--- config.mk ---
export PLATFORM = sky130hd
export DESIGN_NAME = uart_cmd_rx
export DESIGN_NICKNAME = d
export VERILOG_FILES = /design/src/rtl/uart_cmd_rx.sv
export SDC_FILE = /design/constraint.sdc
export NUM_CORES = 1
export LEC_CHECK = 0
export BUFFER_PORTS_ARGS = -buffer_cell sky130_fd_sc_hd__buf_2
export CORE_UTILIZATION = 53
export DETAILED_ROUTE_END_ITERATION = 7
export PLACE_DENSITY_LB_ADDON = 0.3
export SYNTH_ARGS = -nofsm -noshare
export SYNTH_HDL_FRONTEND = slang
export SYNTH_SLANG_ARGS = --single-unit
--- constraint.sdc ---
create_clock -name clk -period 2.1 [get_ports clk]
set_input_delay 0.105 -clock clk [delete_from_list [all_inputs] [get_ports clk]]
set_output_delay 0.105 -clock clk [all_outputs]
set_load 0.02 [all_outputs]
--- src/rtl/uart_cmd_rx.sv ---
// 8N1 UART receiver for the BLE command link: samples mid-bit, rejects start
// glitches, flags bad stop bits and holds each good byte with a sticky rdy.
module uart_cmd_rx #(
  parameter int unsigned BAUD_DIV = 2604,
  parameter int unsigned HALF_DIV = 1302
) (
  input  logic       clk,
  input  logic       rst_n,
  input  logic       RX,
  input  logic       clr_rdy,
  output logic [7:0] rx_data,
  output logic       rdy,
  output logic       frm_err
);

  localparam int unsigned CNT_W = 12;
  localparam int unsigned BIT_W = 4;

  typedef enum logic {IDLE, RECV} state_t;

  state_t             state_q, state_d;
  logic               rx_meta_q, rx_s_q;
  logic [CNT_W-1:0]   baud_q, baud_d;
  logic [BIT_W-1:0]   bit_q, bit_d;
  logic [8:0]         shift_q, shift_d;
  logic               done_q, done_d;
  logic [7:0]         data_q, data_d;
  logic               rdy_q, rdy_d;
  logic               frm_q, frm_d;

  // Two-flop synchronizer, preset high so reset release never looks like a start bit
  always_ff @(posedge clk or negedge rst_n) begin
    if (!rst_n) begin
      rx_meta_q <= 1'b1;
      rx_s_q    <= 1'b1;
    end else begin
      rx_meta_q <= RX;
      rx_s_q    <= rx_meta_q;
    end
  end

  always_ff @(posedge clk or negedge rst_n) begin
    if (!rst_n) begin
      state_q <= IDLE;
      baud_q  <= '0;
      bit_q   <= '0;
      shift_q <= '0;
      done_q  <= 1'b0;
      data_q  <= 8'h00;
      rdy_q   <= 1'b0;
      frm_q   <= 1'b0;
    end else begin
      state_q <= state_d;
      baud_q  <= baud_d;
      bit_q   <= bit_d;
      shift_q <= shift_d;
      done_q  <= done_d;
      data_q  <= data_d;
      rdy_q   <= rdy_d;
      frm_q   <= frm_d;
    end
  end

  always_comb begin
    state_d = state_q;
    baud_d  = baud_q;
    bit_d   = bit_q;
    shift_d = shift_q;
    done_d  = 1'b0;
    data_d  = data_q;
    rdy_d   = rdy_q;
    frm_d   = 1'b0;

    if (clr_rdy) rdy_d = 1'b0;

    case (state_q)
      IDLE: begin
        if (!rx_s_q) begin
          baud_d  = CNT_W'(HALF_DIV - 1);
          bit_d   = '0;
          rdy_d   = 1'b0;
          state_d = RECV;
        end
      end
      RECV: begin
        if (baud_q == '0) begin
          shift_d = {rx_s_q, shift_q[8:1]};
          bit_d   = bit_q + BIT_W'(1);
          baud_d  = CNT_W'(BAUD_DIV - 1);
          if (bit_q == '0 && rx_s_q) begin
            state_d = IDLE;
          end else if (bit_q == BIT_W'(9)) begin
            state_d = IDLE;
            done_d  = 1'b1;
          end
        end else begin
          baud_d = baud_q - CNT_W'(1);
        end
      end
      default: state_d = IDLE;
    endcase

    // Frame completion is applied one clock after the stop sample; set beats clear
    if (done_q) begin
      if (shift_q[8]) begin
        data_d = shift_q[7:0];
        rdy_d  = 1'b1;
      end else begin
        frm_d = 1'b1;
      end
    end
  end

  assign rx_data = data_q;
  assign rdy     = rdy_q;
  assign frm_err = frm_q;

endmodule

==> impl_metrics.toml <==
[synth]
syn_area_per_cell_sq_um = 11.19
synth_ff_type = "dfrtp_1"
ys_seq_area_frac = 0.5270
synthCells = 166
yosysMostFrequentCell = "dfrtp_1"
synth-seq-cells = 39
ys_warn_count = 0
async_reset_ff_frac = 1.000
synth_edf_count = 0
synth_top_cell_by_area = "dfrtp_1"
postSynthNetCount = 175
syn_area_sq_mm = 0.001857
yosys-top-cells-area = "dfrtp_1 50%, mux2_2 6.1%, mux2_4 5.7%"
synth.top_cell.area_share = 0.4987
synth_commonest_cells = "37 x dfrtp_1, 14 x o21ai_0, 13 x nor2_1"
synth_cell_type_count = 39

[power_and_ir_drop]
clkPwrFrac = 0.395
vdd_ir_drop_max_v = 0.0005193
power_switching_share = 0.2141
p_int_w = 0.001012
p_per_area_mw_per_mm2 = 613.9
p_leak_nw = 0.9810
power_switching_w = 0.0002757
power_frac_seq = 0.588
p_comb_frac = 0.017

[layout]
fin_nets = 195
fin_util = 0.6284
antenna_cells = 0
design_area_sq_mm = 0.002097
area_growth_pct = 12.94
drive_gt1_frac = 0.2781

[min_path]
hold-path-endpoint = "rx_s_q"
min_path_type = "reg2reg"
min_path_cells = 0
hp-start = "rx_meta_q"

[die]
start_util = 0.5564
fp.dieH_um = 61.19
die_w_um = 61.19
ios = 14
row_count = 21
core_area_sq_mm = 0.003337
die_area_sq_mm = 0.003744

[sta]
tightest_slew_ns = 0.8410
whs_ns = 0.3637
rsz0062_at_grt = "yes"
final-setup-viol-count = 0
layout_setup_ws_ns = 0.09268
slew_headroom = 0.4393
period_share = 0.9559
fin_crit_ns = 2.007
report.final.slew_viol_count = 0
finalHoldViolCount = 0
fin_skew_ns = 0.01155
clock.fmax_mhz = 498.2
timing.setup.tns_ns = 0

[cts]
cts_max_level = 2
numCtsBuffers = 5
clockRootBuffer = "clkbuf_4"
cts.sinks = 39
cts_tree = "done"
cts.clk_slew.worst_paths_ns = 0.11
clk_latency_ns = 0.36
cts.path.max_buffers = 2

[routing]
via_per_inst = 5.687
wl_mm = 3.510
dr.pass1.iters = 5
vias = 1325
remaining_drc_errors = 0
antenna_left = 0
wl_per_cell_um = 15.06
drt_iter0_markers = 49

[outcome]
outcome = "finished, final reports clean"

[place]
pre_cts_ws_ns = 0.06901
dpl.hpwl_mm = 2.454
gp_congestion = 0.9152
numPortBuffers = 13
dpl_cell_area_sq_mm = 0.001971

[global_routing]
antenna_found_initial = 0
use_met3 = 0.06303
grt_pass1_vias = 1207
grt.busiest_layer = "met2"
grt-ovfl-total = 0
use_met1 = 0.2847
grt_use_total = 0.2200
grt_pass1_wl_mm = 5.678
grt_max_degree = 40
grtUsageMet2 = 0.3447

[critical_path]
worstRegToRegCells = 6
criticalPathCategory = "reg2reg"
r2r_slack_ns = 0.09
r2r-end = "bit_q[3]"
arrival_ns = 2.24
crit_path_start_kind = "flop"
rr_startpoint = "baud_q[1]"
endpoint_kind = "flop"
critPathMaxFanout = 5
required_ns = 2.33

[run]
cap_violations = 0
-- metal layers --
layer / part of all wire / vias up
met5: 0 / -
met4: 0.019 / 0
met3: 0.063 / 7
met2: 0.48 / 48
met1: 0.43 / 633
li1: - / 637
-- metrics by stage --
stage | total power (W) | cells
finish | 0.001287 | 233
global route | 0.001337 | 233
CTS | 0.001303 | 233
detailed placement | 0.0007907 | 222
global placement | 0.0007903 | 222
floorplan | 0.0007727 | 166
-- power by group through the flow --
stage,Sequential (W),Combinational (W),Clock (W)
global placement,0.000772,0.0000186,0
detailed placement,0.000772,0.0000190,0
global route,0.000758,0.0000261,0.000553
CTS,0.000757,0.0000234,0.000522
floorplan,0.000769,0.00000358,0
finish,0.000757,0.0000223,0.000508
-- final cells by class --
cell class	count	area (sq um)
clock buffer	5	37.54
inverter	6	22.52
timing repair buffer	19	117.6
clock inverter	3	43.79
multi-input combinational	115	839.6
tap	46	57.56
fill	303	1240
sequential	39	978.4
-- cells by family (layout without fill, tap and decap cells) --
kind of cell             after synthesis  count (layout)  synth area share
buffers and inverters                 12              33           0.02897
AO/OA/AOI/OAI                         33              33            0.1078
XOR/XNOR                               3               3           0.01415
adder cells (fa/ha/maj)                5               5           0.03369
AND/OR/NAND/NOR                       56              56            0.1658
flip-flops                            39              39            0.5270
multiplexers                          18              18            0.1226
-- flip-flops by register name, indices dropped and copies added (netlist names), 4 cells and up --
signal   count
baud_q      12
shift_q      9
rx_data      8
bit_q        4
-- how the worst max path moves through the flow --
stage / slack, ns / start / endpoint / cells after the start
floorplan: 0.1 / baud_q[6] / shift_q[2] / 6
global placement: 0.14 / baud_q[1] / bit_q[2] / 6
detailed placement: 0.07 / baud_q[1] / bit_q[3] / 6
CTS: 0.05 / baud_q[1] / bit_q[3] / 6
global route: -0.02 / baud_q[1] / bit_q[2] / 6
finish: 0.09 / baud_q[1] / bit_q[3] / 6
-- critical path, cell delays in order (launching register included) --
cell	delay [ns]
dfrtp_1	0.44
inv_1	0.10
ha_1	0.18
or4b_2	0.66
nor4_2	0.27
xnor2_1	0.15
o21ai_0	0.09
-- cell usage in the layout, fill, tap and decap left out, types with 3 or more instances in the layout --
| cell | Yosys | final |
|---|---|---|
| dfrtp_1 | 37 | 37 |
| o21ai_0 | 14 | 14 |
| buf_2 | 1 | 13 |
| nor2_1 | 13 | 12 |
| mux2_2 | 10 | 10 |
| nand2_1 | 9 | 9 |
| nand3_1 | 7 | 7 |
| nor3_1 | 7 | 7 |
| mux2_4 | 7 | 7 |
| inv_1 | 6 | 6 |
| a21oi_1 | 5 | 5 |
| ha_1 | 5 | 5 |
| clkbuf_4 | 0 | 5 |
| or3_1 | 4 | 4 |
| a31oi_1 | 4 | 4 |
| nand2b_1 | 3 | 3 |
| xnor2_1 | 3 | 3 |
| dlygate4sd3_1 | 0 | 3 |
| buf_4 | 0 | 3 |
-- repair_timing --
item | CTS | global route
setup buffers | 0 | 0
hold buffers | 3 | 0
endpoints found under the setup margin | 0 | 4
gates resized for setup | 0 | 3
endpoints found under the hold margin | 39 | 0
(Power assumes the default switching activity.)
